## src/rtl/brain_cmd_pkg.sv

```systemverilog
// ============================================================================
// Module     : brain_cmd_pkg
// Description: Shared types and constants for the UART command executor:
//              FSM state encoding, opcode/response characters and
//              nibble<->ASCII helper functions.
//              Optional build macro: WRITE_VERIFY_EN (adds verify states).
// Revision   : 1.0 - initial release
// ============================================================================
`default_nettype none

package brain_cmd_pkg;

  localparam int DWIDTH_DEF = 32;
  localparam int AWIDTH_DEF = 12;
  localparam int HEX_DIGITS = DWIDTH_DEF / 4;

  localparam logic [7:0] OP_R    = 8'h52;  // 'R'
  localparam logic [7:0] OP_W    = 8'h57;  // 'W'
  localparam logic [7:0] RSP_K   = 8'h4B;  // 'K'
  localparam logic [7:0] RSP_E   = 8'h45;  // 'E'
  localparam logic [7:0] RSP_V   = 8'h56;  // 'V'
  localparam logic [7:0] CHAR_CR = 8'h0D;
  localparam logic [7:0] CHAR_LF = 8'h0A;

  typedef enum logic [3:0] {
    ST_IDLE      = 4'd0,
    ST_RD_ADDR   = 4'd1,
    ST_RD_WAIT   = 4'd2,
    ST_TX_HEX    = 4'd3,
    ST_TX_CR     = 4'd4,
    ST_TX_LF     = 4'd5,
    ST_WR_DATA   = 4'd6,
    ST_WR_COMMIT = 4'd7,
`ifdef WRITE_VERIFY_EN
    ST_VF_RD     = 4'd9,
    ST_VF_WAIT   = 4'd10,
`endif
    ST_TX_ACK    = 4'd8
  } state_t;

  // Returns {valid, nibble}; valid only for 0-9, A-F, a-f.
  function automatic logic [4:0] hex_decode(input logic [7:0] c);
    logic [7:0] t;
    t = 8'h00;
    if (c >= 8'h30 && c <= 8'h39) begin
      t = c - 8'h30;
      return {1'b1, t[3:0]};
    end else if (c >= 8'h41 && c <= 8'h46) begin
      t = c - 8'h37;
      return {1'b1, t[3:0]};
    end else if (c >= 8'h61 && c <= 8'h66) begin
      t = c - 8'h57;
      return {1'b1, t[3:0]};
    end
    return 5'b0_0000;
  endfunction

  // Uppercase ASCII hex digit for a nibble.
  function automatic logic [7:0] hex_encode(input logic [3:0] n);
    return (n < 4'd10) ? (8'h30 + {4'h0, n}) : (8'h37 + {4'h0, n});
  endfunction

endpackage

`default_nettype wire

```

## src/rtl/uart_cmd_exec_if.sv

```systemverilog
// ============================================================================
// Module     : uart_cmd_exec_if
// Description: Bundles the command input, BRAM port and UART TX handshake of
//              the command executor. master = executor, slave = environment.
// Revision   : 1.0 - initial release
// ============================================================================
`default_nettype none

interface uart_cmd_exec_if #(
  parameter int DWIDTH = 32,
  parameter int AWIDTH = 12
);
  logic              cmd_valid;
  logic [31:0]       cmd_word;
  logic              cmd_ready;
  logic              cmd_drop;
  logic              bram_we;
  logic [AWIDTH-1:0] bram_addr;
  logic [DWIDTH-1:0] bram_di;
  logic [DWIDTH-1:0] bram_do;
  logic              txstart;
  logic [7:0]        txdata;
  logic              txbusy;
  logic              txdone;

  modport master (
    input  cmd_valid, cmd_word, bram_do, txbusy, txdone,
    output cmd_ready, cmd_drop, bram_we, bram_addr, bram_di, txstart, txdata
  );

  modport slave (
    output cmd_valid, cmd_word, bram_do, txbusy, txdone,
    input  cmd_ready, cmd_drop, bram_we, bram_addr, bram_di, txstart, txdata
  );
endinterface

`default_nettype wire

```

## src/rtl/uart_cmd_exec_hex_ascii.sv

```systemverilog
// ============================================================================
// Module     : hex_ascii
// Description: Combinational multi-lane hex converter. ENCODE=0 decodes
//              ASCII chars to nibbles with a per-lane valid flag; ENCODE=1
//              encodes nibbles to uppercase ASCII (always valid).
// Revision   : 1.0 - initial release
// ============================================================================
`default_nettype none

module hex_ascii
  import brain_cmd_pkg::*;
#(
  parameter int LANES  = 1,
  parameter bit ENCODE = 1'b0
) (
  input  logic [(ENCODE ? 4 : 8)*LANES-1:0] din,
  output logic [(ENCODE ? 8 : 4)*LANES-1:0] dout,
  output logic [LANES-1:0]                  valid
);

  for (genvar i = 0; i < LANES; i++) begin : g_lane
    if (ENCODE) begin : g_enc
      assign dout[8*i +: 8] = hex_encode(din[4*i +: 4]);
      assign valid[i]       = 1'b1;
    end else begin : g_dec
      assign {valid[i], dout[4*i +: 4]} = hex_decode(din[8*i +: 8]);
    end
  end

endmodule

`default_nettype wire

```

## src/rtl/uart_cmd_exec.sv

```systemverilog
// ============================================================================
// Module     : uart_cmd_exec
// Description: Executes one 4-char ASCII command per line against a BRAM map
//              ('Rxxx' read, 'Wxxx' + data lines write) and answers over the
//              UART TX byte handshake.
//              Optional build macro: WRITE_VERIFY_EN (read-back after write,
//              'V' response on mismatch).
// Revision   : 1.0 - initial release
// ============================================================================
`default_nettype none

module uart_cmd_exec
  import brain_cmd_pkg::*;
#(
  parameter int DWIDTH = DWIDTH_DEF,
  parameter int AWIDTH = AWIDTH_DEF
) (
  input  logic             clk,
  input  logic             rst_n,
  uart_cmd_exec_if.master  bus
);

  localparam int N_HEX   = DWIDTH / 4;
  localparam int N_LINES = DWIDTH / 16;
  localparam int HIDX_W  = $clog2(N_HEX);
  localparam int LCNT_W  = (N_LINES > 1) ? $clog2(N_LINES) : 1;

  state_t              r_state;
  state_t              w_state_nxt;
  logic [AWIDTH-1:0]   r_addr;
  logic [DWIDTH-1:0]   r_data;
  logic [LCNT_W-1:0]   r_lcnt;
  logic [HIDX_W-1:0]   r_hidx;
  logic [7:0]          r_rsp;
  logic                r_tx_sent;

  logic [15:0]         w_dec_nib;
  logic [3:0]          w_dec_valid;
  logic [7:0]          w_enc_char;
  logic [0:0]          w_enc_valid;
  logic [7:0]          w_op;
  logic                w_is_r;
  logic                w_is_w;
  logic                w_addr_ok;
  logic                w_data_ok;
  logic                w_last_line;
  logic                w_tx_state;
  logic                w_tx_adv;

  hex_ascii #(.LANES(4), .ENCODE(1'b0)) u_dec (
    .din   (bus.cmd_word),
    .dout  (w_dec_nib),
    .valid (w_dec_valid)
  );

  hex_ascii #(.LANES(1), .ENCODE(1'b1)) u_enc (
    .din   (r_data[DWIDTH-1 -: 4]),
    .dout  (w_enc_char),
    .valid (w_enc_valid)
  );

  // Case-fold the opcode by clearing bit 5; a leading 8'h00 never matches.
  assign w_op        = bus.cmd_word[31:24] & 8'hDF;
  assign w_is_r      = (w_op == OP_R);
  assign w_is_w      = (w_op == OP_W);
  assign w_addr_ok   = &w_dec_valid[2:0];
  assign w_data_ok   = &w_dec_valid;
  assign w_last_line = (r_lcnt == LCNT_W'(N_LINES - 1));
  assign w_tx_state  = (r_state == ST_TX_HEX) || (r_state == ST_TX_CR) ||
                       (r_state == ST_TX_LF)  || (r_state == ST_TX_ACK);
  assign w_tx_adv    = w_tx_state && r_tx_sent && bus.txdone;

  assign bus.bram_addr = r_addr;
  assign bus.bram_di   = r_data;

  // State register.
  always_ff @(posedge clk or negedge rst_n) begin
    if (!rst_n) r_state <= ST_IDLE;
    else        r_state <= w_state_nxt;
  end

  // Next-state decode; commands arriving outside IDLE/WR_DATA are ignored here.
  always_comb begin
    w_state_nxt = r_state;
    case (r_state)
      ST_IDLE: begin
        if (bus.cmd_valid) begin
          if (w_is_r && w_addr_ok)      w_state_nxt = ST_RD_ADDR;
          else if (w_is_w && w_addr_ok) w_state_nxt = ST_WR_DATA;
          else                          w_state_nxt = ST_TX_ACK;
        end
      end
      ST_RD_ADDR: w_state_nxt = ST_RD_WAIT;
      ST_RD_WAIT: w_state_nxt = ST_TX_HEX;
      ST_TX_HEX: begin
        if (w_tx_adv && (r_hidx == HIDX_W'(N_HEX - 1))) w_state_nxt = ST_TX_CR;
      end
      ST_TX_CR:  if (w_tx_adv) w_state_nxt = ST_TX_LF;
      ST_TX_LF:  if (w_tx_adv) w_state_nxt = ST_IDLE;
      ST_TX_ACK: if (w_tx_adv) w_state_nxt = ST_TX_CR;
      ST_WR_DATA: begin
        if (bus.cmd_valid) begin
          if (!w_data_ok)       w_state_nxt = ST_TX_ACK;
          else if (w_last_line) w_state_nxt = ST_WR_COMMIT;
        end
      end
`ifdef WRITE_VERIFY_EN
      ST_WR_COMMIT: w_state_nxt = ST_VF_RD;
      ST_VF_RD:     w_state_nxt = ST_VF_WAIT;
      ST_VF_WAIT:   w_state_nxt = ST_TX_ACK;
`else
      ST_WR_COMMIT: w_state_nxt = ST_TX_ACK;
`endif
      default:      w_state_nxt = ST_IDLE;
    endcase
  end

  // Datapath: address/data capture, hex shift-out, line count, TX handshake.
  always_ff @(posedge clk or negedge rst_n) begin
    if (!rst_n) begin
      r_addr    <= '0;
      r_data    <= '0;
      r_lcnt    <= '0;
      r_hidx    <= '0;
      r_rsp     <= 8'h00;
      r_tx_sent <= 1'b0;
    end else begin
      if (w_tx_state && !r_tx_sent && !bus.txbusy) r_tx_sent <= 1'b1;
      else if (w_tx_adv)                           r_tx_sent <= 1'b0;

      case (r_state)
        ST_IDLE: begin
          if (bus.cmd_valid) begin
            r_addr <= AWIDTH'(w_dec_nib[11:0]);
            r_data <= '0;
            r_lcnt <= '0;
            r_rsp  <= RSP_E;
          end
        end
        ST_RD_WAIT: begin
          r_data <= bus.bram_do;
          r_hidx <= '0;
        end
        ST_TX_HEX: begin
          if (w_tx_adv) begin
            r_data <= r_data << 4;
            r_hidx <= r_hidx + 1'b1;
          end
        end
        ST_WR_DATA: begin
          if (bus.cmd_valid) begin
            if (w_data_ok) begin
              r_data <= (r_data << 16) | DWIDTH'(w_dec_nib);
              r_lcnt <= r_lcnt + 1'b1;
            end else begin
              r_rsp  <= RSP_E;
            end
          end
        end
        ST_WR_COMMIT: r_rsp <= RSP_K;
`ifdef WRITE_VERIFY_EN
        ST_VF_WAIT:   r_rsp <= (bus.bram_do == r_data) ? RSP_K : RSP_V;
`endif
        default: ;
      endcase
    end
  end

  // Outputs decoded from state; TXSTART fires once per char while TX is idle.
  always_comb begin
    bus.cmd_ready = (r_state == ST_IDLE) || (r_state == ST_WR_DATA);
    bus.cmd_drop  = bus.cmd_valid && !bus.cmd_ready;
    bus.bram_we   = (r_state == ST_WR_COMMIT);
    bus.txstart   = w_tx_state && !r_tx_sent && !bus.txbusy;
    case (r_state)
      ST_TX_HEX: bus.txdata = w_enc_valid[0] ? w_enc_char : RSP_E;
      ST_TX_CR:  bus.txdata = CHAR_CR;
      ST_TX_LF:  bus.txdata = CHAR_LF;
      ST_TX_ACK: bus.txdata = r_rsp;
      default:   bus.txdata = 8'h00;
    endcase
  end

endmodule

`default_nettype wire

```

## src/flat_wrapper.sv

```systemverilog
// flat-port wrapper written by rule: the top's interface ports become plain ports
module uart_cmd_exec_flat import brain_cmd_pkg::*;
#(
  parameter int DWIDTH = DWIDTH_DEF,
  parameter int AWIDTH = AWIDTH_DEF
)
  (clk, rst_n, bus_cmd_valid, bus_cmd_word, bus_bram_do, bus_txbusy, bus_txdone, bus_cmd_ready, bus_cmd_drop, bus_bram_we, bus_bram_addr, bus_bram_di, bus_txstart, bus_txdata);
  uart_cmd_exec_if #(.DWIDTH(DWIDTH), .AWIDTH(AWIDTH)) bus_i ();
  input  logic clk;
  input  logic rst_n;
  input wire logic [$bits(bus_i.cmd_valid)-1:0] bus_cmd_valid;
  input wire logic [$bits(bus_i.cmd_word)-1:0] bus_cmd_word;
  input wire logic [$bits(bus_i.bram_do)-1:0] bus_bram_do;
  input wire logic [$bits(bus_i.txbusy)-1:0] bus_txbusy;
  input wire logic [$bits(bus_i.txdone)-1:0] bus_txdone;
  output wire logic [$bits(bus_i.cmd_ready)-1:0] bus_cmd_ready;
  output wire logic [$bits(bus_i.cmd_drop)-1:0] bus_cmd_drop;
  output wire logic [$bits(bus_i.bram_we)-1:0] bus_bram_we;
  output wire logic [$bits(bus_i.bram_addr)-1:0] bus_bram_addr;
  output wire logic [$bits(bus_i.bram_di)-1:0] bus_bram_di;
  output wire logic [$bits(bus_i.txstart)-1:0] bus_txstart;
  output wire logic [$bits(bus_i.txdata)-1:0] bus_txdata;
  assign bus_i.cmd_valid = bus_cmd_valid;
  assign bus_i.cmd_word = bus_cmd_word;
  assign bus_i.bram_do = bus_bram_do;
  assign bus_i.txbusy = bus_txbusy;
  assign bus_i.txdone = bus_txdone;
  assign bus_cmd_ready = bus_i.cmd_ready;
  assign bus_cmd_drop = bus_i.cmd_drop;
  assign bus_bram_we = bus_i.bram_we;
  assign bus_bram_addr = bus_i.bram_addr;
  assign bus_bram_di = bus_i.bram_di;
  assign bus_txstart = bus_i.txstart;
  assign bus_txdata = bus_i.txdata;
  uart_cmd_exec #(.DWIDTH(DWIDTH), .AWIDTH(AWIDTH)) u_core (.clk(clk), .rst_n(rst_n), .bus(bus_i));
endmodule
```

## config.mk

```make
export PLATFORM = sky130hd
export DESIGN_NAME = uart_cmd_exec_flat
export DESIGN_NICKNAME = d
export VERILOG_FILES = /design/src/rtl/brain_cmd_pkg.sv /design/src/rtl/uart_cmd_exec_if.sv /design/src/rtl/uart_cmd_exec_hex_ascii.sv /design/src/rtl/uart_cmd_exec.sv /design/src/flat_wrapper.sv
export SDC_FILE = /design/constraint.sdc
export NUM_CORES = 1
export LEC_CHECK = 0
export CAP_MARGIN = 0
export CORE_ASPECT_RATIO = 1.2
export CORE_MARGIN = 2
export CORE_UTILIZATION = 60
export CTS_BUF_LIST = sky130_fd_sc_hd__clkbuf_16
export CTS_CLUSTER_SIZE = 8
export DETAILED_ROUTE_END_ITERATION = 7
export DONT_BUFFER_PORTS = 1
export PLACE_DENSITY = 0.76
export SLEW_MARGIN = 20
export SYNTH_ARGS = -nofsm -noshare
export SYNTH_HDL_FRONTEND = slang
export SYNTH_HIERARCHICAL = 1
export SYNTH_SLANG_ARGS = --single-unit
```

## constraint.sdc

```tcl
create_clock -name clk -period 2.8 [get_ports clk]
set_input_delay 0.28 -clock clk [delete_from_list [all_inputs] [get_ports clk]]
set_output_delay 0.28 -clock clk [all_outputs]
set_load 0.01 [all_outputs]
```

==> results of run 1 <==
registers in the layout, indices dropped and copies added, names as in the netlist:
register              count
u_core/r_rsp              3
u_core/r_tx_sent          1
u_core/bus.bram_addr     12
u_core/r_lcnt             1
u_core/r_state            4
u_core/r_hidx             3
u_core/bus.bram_di       32
power breakdown:
group	internal [mW]	switching [mW]	leakage, nW
Sequential	0.975	0.281	0.752
Clock	0.331	0.291	0.0712
Combinational	0.516	0.621	1.25
Total	1.82	1.19	2.07
layout make-up:
type | instances | area share (%)
timing repair buffer | 13 | 3.10
sequential | 56 | 32.7
tap | 85 | 2.48
clock buffer | 5 | 2.92
clock inverter | 3 | 0.467
inverter | 20 | 1.75
multi-input combinational | 321 | 56.6
cells by family (layout without fill, tap and decap cells):
family | count (synthesis) | after routing | synth area share, %
simple gates | 148 | 148 | 20.6
fa+ha+maj | 15 | 15 | 4.67
flops | 56 | 56 | 34.9
compound gates | 111 | 111 | 21.9
mux | 41 | 41 | 11.5
other cells | 2 | 2 | 0.187
xor+xnor | 4 | 4 | 0.872
buf+inv | 47 | 41 | 5.39
through the flow:
| stage | utilization [%] | setup WS [ps] |
|---|---|---|
| floorplan | - | 373 |
| CTS | 66.5 | 395 |
| finish | 66.5 | 381 |
| global route | 66.5 | 270 |
| global placement | 63.6 | 212 |
| detailed placement | 63.6 | 101 |
Yosys cell counts, types with 3 or more instances:
library cell,count,area share [%]
sky130_fd_sc_hd__ha_1,15,4.7
sky130_fd_sc_hd__o211ai_1,3,0.56
sky130_fd_sc_hd__a21o_1,3,0.56
sky130_fd_sc_hd__mux2_1,4,1.1
sky130_fd_sc_hd__o21ai_0,12,1.5
sky130_fd_sc_hd__nor4b_1,3,0.65
sky130_fd_sc_hd__dfrtp_1,56,35
sky130_fd_sc_hd__xor2_1,3,0.65
sky130_fd_sc_hd__inv_1,20,1.9
sky130_fd_sc_hd__o21bai_1,4,0.75
sky130_fd_sc_hd__mux2_2,37,10
sky130_fd_sc_hd__clkbuf_1,8,0.75
sky130_fd_sc_hd__nor4_1,3,0.47
sky130_fd_sc_hd__nand2_1,74,6.9
sky130_fd_sc_hd__nor4bb_1,4,1.0
sky130_fd_sc_hd__a22oi_1,32,6.0
sky130_fd_sc_hd__or2_1,3,0.47
sky130_fd_sc_hd__buf_2,11,1.4
sky130_fd_sc_hd__nor3b_1,3,0.56
sky130_fd_sc_hd__nand3_1,11,1.4
sky130_fd_sc_hd__a21oi_1,12,1.5
sky130_fd_sc_hd__nor2_1,6,0.56
sky130_fd_sc_hd__nor3_1,3,0.37
sky130_fd_sc_hd__buf_4,5,0.93
sky130_fd_sc_hd__and3_1,4,0.62
sky130_fd_sc_hd__nand4_1,4,0.62
sky130_fd_sc_hd__a22o_1,26,5.7
sky130_fd_sc_hd__nor2b_1,9,1.4
worst max-delay path, cell delays in order:
cell and delay, ps:
sky130_fd_sc_hd__or4b_4 540, sky130_fd_sc_hd__nor3b_4 280, sky130_fd_sc_hd__or2_1 220, sky130_fd_sc_hd__and4_1 340
sky130_fd_sc_hd__nand3_1 150, sky130_fd_sc_hd__a22oi_2 220, sky130_fd_sc_hd__buf_12 200, sky130_fd_sc_hd__mux2_2 340
how the worst max path moves through the flow:
stage                     startpoint                     end  cells past startpoint
finish              bus_cmd_word[12]  u_core/bus.bram_di[12]                      8
global route        bus_cmd_word[16]   u_core/bus.bram_di[2]                     10
CTS                 bus_cmd_word[12]  u_core/bus.bram_di[27]                      8
detailed placement  bus_cmd_word[12]   u_core/bus.bram_di[3]                      8
global placement    bus_cmd_word[12]  u_core/bus.bram_di[18]                      8
floorplan           bus_cmd_word[31]  u_core/bus.bram_di[12]                      8
routing by layer:
layer | part of all wire, % | GRT usage (%)
met1 | 38 | 35.4
met2 | 50 | 48.2
met3 | 8.7 | 7.82
met4 | 2.6 | 9.94
met5 | 0 | 0
timing repair:
item | in CTS | in global routing
hold endpoints to repair | 56 | 0
gates resized for setup | 0 | 0
hold buffers | 2 | 0
==> Flow_metrics.wiki, run 1 <==
{| class="wikitable"
! Metric !! Value
|-
| Share of cells above drive strength 1 || 17.7%
|-
| Number of global-route vias before repair || around 3300
|-
| Worst hold path startpoint || bus_cmd_valid
|-
| Post-route total power || ~3 mW
|-
| Count of buffers added by post-CTS timing repair for setup || 0
|-
| Final wirelength || 10500 um
|-
| Clock Tree Buf Depth || 2
|-
| Share of the yosys chip area belonging to registers || a little over a third
|-
| P&R area growth vs syn || 6.63%
|-
| Number of endpoints failing setup at the final stage || 0
|-
| Final period demand of the worst path || around 2400 ps
|-
| Antenna viol nets, final || 0
|-
| Placeable core area || approximately 6400 um^2
|-
| Async set-or-reset flop fraction in the synthesized netlist || 100%
|-
| Critical setup path kind || primary input to flip-flop
|-
| Seq. cell area || approximately 1400 um^2
|-
| Iteration-0 DRC count of the detailed router || 220
|-
| CP Data Arrival Time || ~2600 ps
|-
| Clock Skews || about 6.8 ps
|-
| Critical path capture point type || flip-flop
|-
| First-pass DRT Iterations || 5
|-
| Post-route worst hold slack || approximately 170 ps
|-
| Wire per inst || ~21 um
|-
| Number of core rows || 32
|-
| Power density cells || ~700 nW/um^2
|-
| Number of max-capacitance violations reported || 0
|-
| Most common library cell in the layout ignoring fill and taps || sky130_fd_sc_hd__nand2_1
|-
| Horiz. Die Dim || about 79 um
|-
| Tot GR Track Use || 28.7%
|-
| Post-synth design cell area || between 4000 and 5000 um^2
|-
| Startpoint of the worst-slack reg-to-reg timing path || u_core/r_state[2]
|-
| Clk sinks || 56
|-
| Count of state elements after synthesis || 56
|-
| Rel. slew slack || about 61%
|-
| I/O pin count || 125
|-
| R2r worst-path depth || 6
|-
| Number of standard cells in the final layout excluding fillers || 503
|-
| Hold Path Sink || u_core/r_lcnt
|-
| Critical R2R Capture || u_core/bus.bram_di[6]
|-
| Remaining DRCs || 0
|-
| Final-report hold violation count || 0
|-
| Placer Congestion || 0.842
|-
| Y dimension of the die || about 94 um
|-
| Critical path data required time || 2980 ps
|-
| Worst Hold Depth || 2
|-
| Placed insts || approximately 490
|-
| Final-layout fill cell count || about 520
|-
| Total nets after synthesis || between 500 and 600
|-
| Peak supply drop || approximately 440 uV
|-
| Die Outline Area || roughly 7400 um^2
|-
| Distinct cell type count of the synthesized netlist || approximately 60
|-
| CTS H-tree depth || 2
|-
| Accumulated negative setup slack || 0 ps
|-
| Actual slew at the worst max-slew pin || a little under 600 ps
|-
| Via count || between 3000 and 4000
|-
| Diode insertion count for antenna repair || 0
|-
| Crit path launch type || primary input
|-
| Maximum number of pins on one net before global-route repair || 57
|-
| Crit share post-route || 86.4%
|-
| Unrepaired setup endpoints after global routing || no
|-
| CTS Root Buffer Type || sky130_fd_sc_hd__clkbuf_16
|-
| Initial antenna violation count || 0
|-
| Final max-slew violation count || 0
|-
| Static leakage || between 2 and 2.5 nW
|-
| Cell area after layout || approximately 4300 um^2
|-
| Number of synthesized flops with an enable pin || 0
|-
| Highest-count cells in the layout ignoring fill and taps || sky130_fd_sc_hd__nand2_1 (74), sky130_fd_sc_hd__dfrtp_1 (56), sky130_fd_sc_hd__mux2_2 (37), sky130_fd_sc_hd__a22oi_1 (32), sky130_fd_sc_hd__a22o_1 (26)
|-
| Avg Cell Area, Syn || ~9.5 um^2
|-
| Wire length of the first global-routing pass || 16700 um
|-
| Via-per-instance ratio || between 6 and 7
|-
| Outcome || finished, final reports clean
|-
| Post-DP HPWL || about 7700 um
|-
| Cell Area, Placed || around 4100 um^2
|-
| CTS tree || built
|-
| Inserted Clock Buffers || 5
|-
| Flop2flop setup slack || between 400 and 500 ps
|-
| Insertion delay of the later-clocked pin in the worst-skew pair || 290 ps
|-
| Count of buffers from port buffering || 0
|-
| Worst Path Max Fanout || 21
|-
| Top achievable clock speed || roughly 410 MHz
|-
| Main flop type after synthesis || sky130_fd_sc_hd__dfrtp_1
|-
| Starting density of the core || between 60% and 70%
|-
| Overflow after GRT || 0
|-
| Post-Synthesis Cells || around 420
|-
| Worst hold path class || primary input to flip-flop
|-
| Combined area of the multi-input logic cells || ~2400 um^2
|-
| Net count reported at finish || about 500
|-
| Clk slew on worst S/H paths || about 70 ps
|-
| Synthesis Warnings || 6
|}
(Power assumes the default switching activity.)
==> run 2, diff against run 1 <==
==> constraint.sdc (replaced) <==
create_clock -name clk -period 2.8 [get_ports clk]
set_input_delay 0.42 -clock clk [delete_from_list [all_inputs] [get_ports clk]]
set_output_delay 0.42 -clock clk [all_outputs]
set_load 0.01 [all_outputs]
==> Flow_metrics.wiki, run 2 (synthesized netlist as in run 1, its figures left out) <==
{| class="wikitable"
! Metric !! Value
|-
| Outcome || finished, final reports clean
|-
| Count of buffers added by post-CTS timing repair for setup || 0
|-
| Number of endpoints failing setup at the final stage || 0
|-
| Wire length of the first global-routing pass || 16300 um
|-
| CTS H-tree depth || 2
|-
| Insertion delay of the later-clocked pin in the worst-skew pair || about 290 ps
|-
| Critical R2R Capture || u_core/bus.bram_di[16]
|-
| Slowest cell on the critical path || sky130_fd_sc_hd__dfrtp_1
|-
| Rel. slew slack || 59.2%
|-
| Met3 routed WL || ~800 um
|-
| Power density cells || 708 nW/um^2
|-
| First-pass DRT Iterations || 5
|-
| Family with the most delay on the worst path || flip-flops
|-
| Cells along the critical path || inv_1 > nor4_1 > a21oi_1 > o21ai_0
|-
| Final max-slew violation count || 0
|-
| Delay of the slowest cell on the worst path || ~700 ps
|-
| Horiz. Die Dim || a little under 80 um
|-
| Initial antenna violation count || 0
|-
| Critical setup path kind || flip-flop to primary output
|-
| Via-per-instance ratio || ~6.5
|-
| Net count reported at finish || between 500 and 600
|-
| Startpoint of the worst-slack reg-to-reg timing path || u_core/r_state[1]
|-
| Static leakage || 2.10 nW
|-
| Iteration-0 DRC count of the detailed router || around 270
|-
| Highest metal layer with signal wires || met4
|-
| Inserted Clock Buffers || 5
|-
| Final-report hold violation count || 0
|-
| Clk slew on worst S/H paths || 70 ps
|-
| Maximum number of pins on one net before global-route repair || 57
|-
| CTS tree || built
|-
| Highest-count cells in the layout ignoring fill and taps || sky130_fd_sc_hd__nand2_1 (74), sky130_fd_sc_hd__dfrtp_1 (56), sky130_fd_sc_hd__mux2_2 (37), sky130_fd_sc_hd__a22oi_1 (32), sky130_fd_sc_hd__a22o_1 (26)
|-
| CTS resizes || 0
|-
| CTS Root Buffer Type || sky130_fd_sc_hd__clkbuf_16
|-
| Routed met2 length || 4930 um
|-
| Crit share post-route || between 80% and 90%
|-
| Clock Skews || about 2 ps
|-
| Setup crit start || u_core/r_state[3]
|-
| Number of core rows || 32
|-
| Unrepaired setup endpoints after global routing || no
|-
| Actual slew at the worst max-slew pin || 611 ps
|-
| Wire per inst || between 20 and 25 um
|-
| Number of flip-flops under the largest register name || 32
|-
| Worst hold path startpoint || bus_cmd_valid
|-
| Y dimension of the die || 93.6 um
|-
| Hold Buf Count CTS || 2
|-
| Post-route total power || slightly above 3 mW
|-
| Antenna viol nets, final || 0
|-
| Critical path data required time || ~2400 ps
|-
| Cell count along the critical path || 4
|-
| Diode insertion count for antenna repair || 0
|-
| Tot GR Track Use || between 20 and 30%
|-
| I/O pin count || approximately 130
|-
| Hold Path Sink || u_core/r_lcnt
|-
| Via count || approximately 3300
|-
| Top achievable clock speed || approximately 410 MHz
|-
| Placeable core area || 6450 um^2
|-
| Worst Hold Depth || 2
|-
| Worst Path Max Fanout || 13
|-
| Critical path capture point type || primary output
|-
| Flop2flop setup slack || 510 ps
|-
| Die Outline Area || between 7000 and 8000 um^2
|-
| Post-DP HPWL || 7400 um
|-
| Peak supply drop || between 400 and 500 uV
|-
| Final period demand of the worst path || about 2500 ps
|-
| Accumulated negative setup slack || 0 ps
|-
| Sum of buffers and inverters on the critical path || 1
|-
| Final wirelength || slightly above 10000 um
|-
| Number of global-route vias before repair || 3321
|-
| Remaining DRCs || 0
|-
| Overflow after GRT || 0
|-
| Placer Congestion || approximately 0.92
|-
| Count of buffers from port buffering || 0
|-
| Routed length on met1 || 4060 um
|-
| Starting density of the core || between 60 and 70%
|-
| CP Data Arrival Time || around 2000 ps
|-
| Clk sinks || 56
|-
| Crit path launch type || flip-flop
|-
| Post-route worst hold slack || 342 ps
|-
| Worst hold path class || primary input to flip-flop
|-
| Number of max-capacitance violations reported || 0
|-
| Clock Tree Buf Depth || 2
|-
| Most common library cell in the layout ignoring fill and taps || sky130_fd_sc_hd__nand2_1
|-
| P&R area growth vs syn || 7.51%
|-
| Share of cells above drive strength 1 || 18.5%
|-
| R2r worst-path depth || 4
|}
==> run 2: cell count changes in the layout (fill, tap and decap cells not counted) <==
cell,change
sky130_fd_sc_hd__buf_12,-1
sky130_fd_sc_hd__buf_4,+6
sky130_fd_sc_hd__bufinv_16,+1
sky130_fd_sc_hd__clkinv_4,-1
sky130_fd_sc_hd__clkinvlp_4,-1
sky130_fd_sc_hd__inv_1,-1
==> run 2: routing by layer <==
layer	GRT usage (%)	up-vias
met3	7.05	26
met4	11.1	0
met2	46.9	141
met5	0	-
met1	35.0	1596
li1	-	1549
==> run 2: layout make-up <==
| type | instances | area [um^2] |
|---|---|---|
| Clock buffer | 5 | 125 |
| Clock inverter | 1 | 30.0 |
| Multi-Input combinational cell | 321 | 2420 |
| Tap cell | 85 | 106 |
| Timing Repair Buffer | 18 | 158 |
| Sequential cell | 56 | 1400 |
| Fill cell | 507 | 2130 |
| Inverter | 20 | 75.1 |
==> run 2: worst max path at each step <==
| stage | end | slack [ps] |
|---|---|---|
| after global placement | u_core/bus.bram_di[22] | 160 |
| after global routing | bus_txdata[1] | 250 |
| after detailed placement | u_core/bus.bram_di[17] | 100 |
| after CTS | bus_cmd_drop | 380 |
| after floorplan | u_core/bus.bram_di[12] | 230 |
| final | bus_txdata[1] | 350 |
==> run 2: worst reg2reg max path: stages, from the launching register on <==
cell	delay, ps
sky130_fd_sc_hd__dfrtp_1	730
sky130_fd_sc_hd__and4bb_2	510
sky130_fd_sc_hd__buf_4	270
sky130_fd_sc_hd__a22o_1	480
sky130_fd_sc_hd__a22o_1	240
==> run 2: per-stage QoR <==
stage | setup slack, ps | util (%) | instance area [um^2] | cells
2_1_floorplan | 233 | - | 4020 | 424
3_3_place_gp | 159 | 64.0 | 4130 | 498
3_5_place_dp | 105 | 64.0 | 4130 | 498
4_1_cts | 382 | 67.0 | 4320 | 506
5_1_grt | 246 | 67.0 | 4320 | 506
6_report | 347 | 67.0 | 4320 | 506
==> run 2: where the power goes <==
| group | internal [mW] | switching [mW] | total [mW] |
|---|---|---|---|
| clock network | 0.413 | 0.277 | 0.690 |
| logic | 0.496 | 0.602 | 1.10 |
| registers | 0.975 | 0.293 | 1.27 |
